--- src/rtl/fifo2axi_repack.sv ---
// Rebuilds 256-bit AXI4-Stream beats from the cropped 202-bit SRAM word stream
// (header word, then 192-bit payload words rotating through phases 1..4).
module fifo2axi_repack #(
  parameter int TDATA_WIDTH        = 32,
  parameter int TUSER_WIDTH        = 16,
  parameter int CROPPED_DATA_WIDTH = 24
) (
  input  logic                              clk,
  input  logic                              reset,
  input  logic [8*CROPPED_DATA_WIDTH+9:0]   din,
  input  logic                              din_valid,
  output logic                              din_ready,
  output logic [8*TDATA_WIDTH-1:0]          m_tdata,
  output logic [TDATA_WIDTH-1:0]            m_tstrb,
  output logic [8*TUSER_WIDTH-1:0]          m_tuser,
  output logic                              m_tlast,
  output logic                              m_tvalid,
  input  logic                              m_tready,
  output logic                              err_phase
);

  typedef enum logic [2:0] {
    ST_HDR    = 3'd0,
    ST_P1     = 3'd1,
    ST_P2     = 3'd2,
    ST_P3     = 3'd3,
    ST_P4     = 3'd4,
    ST_RESYNC = 3'd5
  } state_t;

  function automatic logic [31:0] last_strb(input logic [4:0] n);
    logic [31:0] s;
    if (n == 5'd0) begin
      s = 32'hFFFF_FFFF;
    end else begin
      s = (32'h1 << n) - 32'h1;
    end
    return s;
  endfunction

  function automatic logic [255:0] apply_strb(input logic [255:0] d, input logic [31:0] strb);
    logic [255:0] r;
    for (int i = 0; i < 32; i++) begin
      r[8*i +: 8] = strb[i] ? d[8*i +: 8] : 8'h00;
    end
    return r;
  endfunction

  state_t         state_r;
  state_t         state_nxt_s;
  logic [191:0]   acc_r;
  logic [191:0]   acc_nxt_s;
  logic [127:0]   tuser_r;
  logic           pend_r;
  logic [255:0]   pend_data_r;
  logic [31:0]    pend_strb_r;

  logic [191:0]   payload_s;
  logic [4:0]     nbytes_s;
  logic [2:0]     phase_s;
  logic           tlast_in_s;
  logic           unused_s;
  logic           out_free_s;
  logic           fire_s;
  logic [31:0]    lstrb_s;

  logic           emit_s;
  logic           emit_last_s;
  logic [255:0]   emit_raw_s;
  logic [255:0]   emit_data_s;
  logic [31:0]    emit_strb_s;
  logic           pend_set_s;
  logic [255:0]   pend_raw_s;
  logic [255:0]   pend_data_s;
  logic           err_s;
  logic           tuser_ld_s;

  assign payload_s  = din[201:10];
  assign nbytes_s   = din[9:5];
  assign phase_s    = din[4:2];
  assign tlast_in_s = din[1];
  assign unused_s   = din[0];

  // A pending tail beat blocks input so the word stream cannot overtake it.
  assign out_free_s = ~m_tvalid | m_tready;
  assign din_ready  = out_free_s & ~pend_r;
  assign fire_s     = din_valid & din_ready;
  assign lstrb_s    = last_strb(nbytes_s);

  // Next-state, beat assembly and phase checking for the accepted word.
  always_comb begin
    state_nxt_s = state_r;
    acc_nxt_s   = acc_r;
    emit_s      = 1'b0;
    emit_last_s = 1'b0;
    emit_raw_s  = 256'h0;
    pend_set_s  = 1'b0;
    pend_raw_s  = 256'h0;
    err_s       = 1'b0;
    tuser_ld_s  = 1'b0;
    if (fire_s) begin
      case (state_r)
        ST_HDR, ST_RESYNC: begin
          if ((phase_s == 3'd0) && !tlast_in_s) begin
            tuser_ld_s  = 1'b1;
            state_nxt_s = ST_P1;
          end else if ((phase_s == 3'd0) || (state_r == ST_HDR)) begin
            err_s       = 1'b1;
            state_nxt_s = ST_RESYNC;
          end else begin
            state_nxt_s = ST_RESYNC;
          end
        end
        ST_P1: begin
          if (phase_s != 3'd1) begin
            err_s       = 1'b1;
            state_nxt_s = ST_RESYNC;
          end else if (tlast_in_s) begin
            emit_s      = 1'b1;
            emit_last_s = 1'b1;
            emit_raw_s  = {64'h0, payload_s};
            state_nxt_s = ST_HDR;
          end else begin
            acc_nxt_s   = payload_s;
            state_nxt_s = ST_P2;
          end
        end
        ST_P2: begin
          if (phase_s != 3'd2) begin
            err_s       = 1'b1;
            state_nxt_s = ST_RESYNC;
          end else begin
            emit_s     = 1'b1;
            emit_raw_s = {payload_s[63:0], acc_r};
            if (tlast_in_s) begin
              pend_set_s  = 1'b1;
              pend_raw_s  = {128'h0, payload_s[191:64]};
              state_nxt_s = ST_HDR;
            end else begin
              acc_nxt_s   = {64'h0, payload_s[191:64]};
              state_nxt_s = ST_P3;
            end
          end
        end
        ST_P3: begin
          if (phase_s != 3'd3) begin
            err_s       = 1'b1;
            state_nxt_s = ST_RESYNC;
          end else begin
            emit_s     = 1'b1;
            emit_raw_s = {payload_s[127:0], acc_r[127:0]};
            if (tlast_in_s) begin
              pend_set_s  = 1'b1;
              pend_raw_s  = {192'h0, payload_s[191:128]};
              state_nxt_s = ST_HDR;
            end else begin
              acc_nxt_s   = {128'h0, payload_s[191:128]};
              state_nxt_s = ST_P4;
            end
          end
        end
        ST_P4: begin
          if (phase_s != 3'd4) begin
            err_s       = 1'b1;
            state_nxt_s = ST_RESYNC;
          end else begin
            emit_s      = 1'b1;
            emit_last_s = tlast_in_s;
            emit_raw_s  = {payload_s, acc_r[63:0]};
            state_nxt_s = tlast_in_s ? ST_HDR : ST_P1;
          end
        end
        default: begin
          err_s       = 1'b1;
          state_nxt_s = ST_RESYNC;
        end
      endcase
    end else begin
      state_nxt_s = state_r;
    end
    emit_strb_s = emit_last_s ? lstrb_s : 32'hFFFF_FFFF;
    emit_data_s = apply_strb(emit_raw_s, emit_strb_s);
    pend_data_s = apply_strb(pend_raw_s, lstrb_s);
  end

  // Sequencer state, header tuser, pending tail beat and registered AXI outputs.
  always_ff @(posedge clk) begin
    if (reset) begin
      state_r     <= ST_HDR;
      acc_r       <= 192'h0;
      tuser_r     <= 128'h0;
      pend_r      <= 1'b0;
      pend_data_r <= 256'h0;
      pend_strb_r <= 32'h0;
      m_tdata     <= 256'h0;
      m_tstrb     <= 32'h0;
      m_tuser     <= 128'h0;
      m_tlast     <= 1'b0;
      m_tvalid    <= 1'b0;
      err_phase   <= 1'b0;
    end else begin
      state_r   <= state_nxt_s;
      acc_r     <= acc_nxt_s;
      err_phase <= err_s;
      if (tuser_ld_s) begin
        tuser_r <= payload_s[127:0];
      end
      // Word-driven beats and the pending tail never coincide: fire needs ~pend_r.
      if (emit_s) begin
        m_tvalid <= 1'b1;
        m_tdata  <= emit_data_s;
        m_tstrb  <= emit_strb_s;
        m_tlast  <= emit_last_s;
        m_tuser  <= tuser_r;
      end else if (pend_r && out_free_s) begin
        m_tvalid <= 1'b1;
        m_tdata  <= pend_data_r;
        m_tstrb  <= pend_strb_r;
        m_tlast  <= 1'b1;
        m_tuser  <= tuser_r;
        pend_r   <= 1'b0;
      end else if (m_tready) begin
        m_tvalid <= 1'b0;
      end
      if (pend_set_s) begin
        pend_r      <= 1'b1;
        pend_data_r <= pend_data_s;
        pend_strb_r <= lstrb_s;
      end
    end
  end

endmodule

--- config.mk ---
export PLATFORM = sky130hd
export DESIGN_NAME = fifo2axi_repack
export DESIGN_NICKNAME = d
export VERILOG_FILES = /design/src/rtl/fifo2axi_repack.sv
export SDC_FILE = /design/constraint.sdc
export NUM_CORES = 2
export LEC_CHECK = 0
export CAP_MARGIN = 20
export CORE_MARGIN = 3
export CORE_UTILIZATION = 50
export DETAILED_ROUTE_END_ITERATION = 12
export PLACE_DENSITY = 0.75
export SLEW_MARGIN = 20
export SYNTH_ARGS = -nofsm -noshare
export SYNTH_HDL_FRONTEND = slang
export SYNTH_SLANG_ARGS = --single-unit
--- constraint.sdc ---
create_clock -name clk -period 4.7 [get_ports clk]
set_input_delay 0.94 -clock clk [delete_from_list [all_inputs] [get_ports clk]]
set_output_delay 0.94 -clock clk [all_outputs]
set_load 0.01 [all_outputs]
==> results.py <==
metrics = {
    "floorplanning": {
        "num_io_pins": 626,
        "dieWidth_um": 286,
        "die-area_mm2": 0.0816,
        "core_area_mm2": 0.0767,
        "die_h_um": 286,
        "start_util": 0.510,
        "rows": 101,
    },
    "sta": {
        "slew_violations": 0,
        "grt_setup_unrepaired": "false",
        "fmax_ghz": 0.265,
        "hold_viol_final": 0,
        "tightestPinTransition_ns": 1.11,
        "slew-limit-headroom": 0.261,
        "setup_viol": 0,
        "fin_setup_tns_ns": 0,
        "min_period_ns": 3.77,
        "clock_skew_ns": 0.0215,
        "fin_crit_sh": 0.803,
    },
    "pwr": {
        "p_leak_nw": 16.3,
        "ir_drop_v": 0.000268,
        "power.density_mw_per_mm2": 338,
    },
    "critical_path": {
        "worstPathMaxFanout": 20,
        "required_ns": 5.21,
        "rr_worst_depth": 6,
        "start_kind": "input pin",
        "critPathArrivalTime_ns": 4.28,
        "critical_path_class": "in -> reg",
        "endpoint_kind": "register",
    },
    "finish": {
        "post-route-util": 0.647,
        "fill_cells": 6518,
        "nets": 5211,
        "layout-drive-gt1-share": 0.0791,
        "syn_to_final_growth_pct": 26.9,
        "regArea_mm2": 0.0181,
        "multiInputGateArea_mm2": 0.0193,
    },
    "detailed_routing": {
        "antenna_left": 0,
        "wl_per_cell_um": 26.5,
        "dr.pass1.iters": 13,
        "drt_iter0_drc": 6193,
        "num_vias": 40100,
        "routed_wl_um": 162000,
        "viasPerCell": 6.56,
        "drc": 0,
    },
    "cts": {
        "cts_hold_buffers": 0,
        "post-cts-setup-buffers": 0,
        "h-tree-depth": 3,
        "cts_tree": "built",
        "cts.sinks": 903,
        "clk_pin_slew_ns": 0.06,
        "cts_inserted_buffers": 95,
        "ctsResizeCount": 0,
        "cts.root.buffer_cell": "clkbuf_16",
        "clk_latency_ns": 0.67,
        "clock_path_buffers": 3,
    },
    "place": {
        "gp_congestion": 0.923,
        "dp_hpwl_um": 105000,
        "portBuffers": 624,
    },
    "global_route": {
        "grt_pass1_wl_um": 240000,
        "grt-ovfl-total": 0,
        "antenna_found_initial": 6,
        "first_global_vias": 37800,
        "grtUsageTotal": 0.377,
        "grt_max_degree": 167,
    },
    "synth": {
        "async_reset_ff_frac": 0,
        "synth-edff-count": 0,
        "yosysUniqueCellTypes": 83,
        "synth-seq-cells": 903,
        "synth_area_leaders": "dfxtp_1 46%, nand2_1 9.3%, a21oi_1 6.7%, a222oi_1 4.1%, clkbuf_1 3.5%",
        "yosysWarnings": 0,
        "yosysTopAreaCell": "dfxtp_1",
        "syn_area_mm2": 0.0391,
        "synthFlopType": "dfxtp_1",
        "netlist_instances": 4629,
        "synth.avg_cell_area_um2": 8.45,
        "seq_area_frac_synth": 0.462,
        "syn-num-nets": 4836,
        "synthDominantCellAreaShare": 0.462,
    },
    "hold_path": {
        "holdPathStages": 2,
        "hold_path.class": "reg -> reg",
    },
    "run_status": {
        "status": "finished, final reports clean",
    },
    "flow_run": {
        "maxCapViolations": 0,
    },
}
-- layout by cell type (no fill, tap or decap), drive strengths merged, types with 17 or more instances in the layout --
cell / netlist / final
nand2: 968 / 968
dfxtp: 903 / 903
clkdlybuf4s50: 0 / 623
a21oi: 522 / 522
nor2: 260 / 260
a222oi: 161 / 161
clkbuf: 361 / 142
buf: 113 / 129
a22o: 124 / 124
nand3: 123 / 123
mux2i: 120 / 120
a22oi: 114 / 114
nor3: 92 / 92
o211ai: 83 / 83
a221oi: 83 / 83
o2bb2ai: 64 / 64
o21ai: 62 / 62
o22ai: 46 / 46
and3: 45 / 45
a32oi: 35 / 35
mux2: 32 / 32
nand3b: 26 / 26
o21a: 24 / 24
clkinv: 0 / 24
a211oi: 23 / 23
a311oi: 21 / 21
a31oi: 20 / 20
and2: 19 / 19
nor4: 17 / 17
-- metrics by stage --
stage / area [µm²] / cells / power [mW] / worst slack, ns / hold WS (ns)
6_report: 49600 / 6119 / 16.8 / 0.926 / 0.445
5_1_grt: 49600 / 6114 / 17.1 / 0.709 / 0.461
4_1_cts: 49600 / 6114 / 16.8 / 1.05 / 0.443
3_5_place_dp: 46300 / 5937 / 9.00 / 0.377 / 0.441
3_3_place_gp: 46300 / 5937 / 8.99 / 0.355 / 0.438
2_1_floorplan: 39100 / 4629 / 8.35 / 1.00 / 0.429
-- worst max-delay path, cell delays in order --
cell	delay (ns)
clkdlybuf4s50_1	0.85
nor4_1	0.14
nand2_1	0.10
ha_1	0.56
and4b_1	0.27
o21ai_0	0.45
nand3_1	0.58
nand3b_1	0.29
a21oi_1	0.09
-- synthesized netlist by cell type, types with 8 or more instances --
| cell | count |
|---|---|
| nand3b_1 | 26 |
| buf_2 | 86 |
| and2_1 | 15 |
| a21bo_2 | 9 |
| clkbuf_1 | 361 |
| mux2i_1 | 120 |
| a221oi_1 | 83 |
| nor3_1 | 89 |
| a222oi_1 | 161 |
| o21a_1 | 24 |
| o2bb2ai_1 | 64 |
| nor4_1 | 13 |
| o221ai_1 | 16 |
| a31oi_1 | 20 |
| a221o_1 | 13 |
| a211oi_1 | 22 |
| nand3_1 | 122 |
| o21ai_2 | 8 |
| o221a_2 | 8 |
| nand2_1 | 966 |
| mux2_2 | 32 |
| nand2b_1 | 12 |
| nor2_1 | 260 |
| a32oi_1 | 35 |
| dfxtp_1 | 903 |
| a22o_1 | 124 |
| and3_1 | 45 |
| or3_1 | 14 |
| a311oi_1 | 21 |
| a21oi_1 | 522 |
| o211ai_1 | 83 |
| a22oi_1 | 112 |
| o22ai_1 | 46 |
| o21ai_0 | 50 |
| buf_1 | 25 |
-- final cells by class --
cell class	instances	share of cell area
multi-input combinational	3245	0.389
sequential	903	0.364
timing repair buffer	752	0.154
clock buffer	142	0.0577
tap	1030	0.0260
clock inverter	35	0.00849
inverter	7	0.000529
antenna	5	0.000252
-- registers in the layout (all words and copies together) (netlist names), 3 cells and up --
signal and cells:
state_r 3, tuser_r 128, acc_r 192, pend_strb_r 32
m_tuser 128, m_tdata 256, m_tstrb 32, pend_data_r 128
-- final timing paths --
path | slack (ns) | from | endpoint
worst max register to register | 1.04 | state_r[0] | m_tdata[71]
worst max-delay path | 0.93 | din[8] | m_tdata[117]
worst min-delay path | 0.45 | tuser_r[24] | m_tuser[24]
worst min register to register | 0.45 | tuser_r[24] | m_tuser[24]
-- report_power, final --
| part | internal, mW | total (mW) | switching [mW] | leakage (nW) |
|---|---|---|---|---|
| combinational | 0.371 | 1.12 | 0.752 | 7.44 |
| sequential | 7.69 | 7.75 | 0.0543 | 7.27 |
| clock | 4.62 | 7.91 | 3.29 | 1.63 |
| total | 12.7 | 16.8 | 4.10 | 16.3 |
-- cell families (layout without fill, tap and decap cells) --
kind of cell | after synthesis | after routing | synth area share
xor gates and xnor gates | 2 | 2 | 0.000448
adders and majority gates | 1 | 1 | 0.000320
muxes | 152 | 152 | 0.0399
and+or+nand+nor | 1612 | 1612 | 0.176
other | 0 | 5 | 0
DFF | 903 | 903 | 0.462
buffers and inverters | 481 | 936 | 0.0493
AOI/OAI and AO/OA | 1478 | 1478 | 0.272
-- layer usage --
metal / part of all wire / GRT usage / up-vias
met4: 0.064 / 0.213 / 4
li1: - / - / 17700
met2: 0.46 / 0.606 / 2631
met5: 0.00016 / 0 / -
met3: 0.12 / 0.0998 / 581
met1: 0.36 / 0.458 / 19200
No activity file was read; power rests on OpenSTA's default activity.
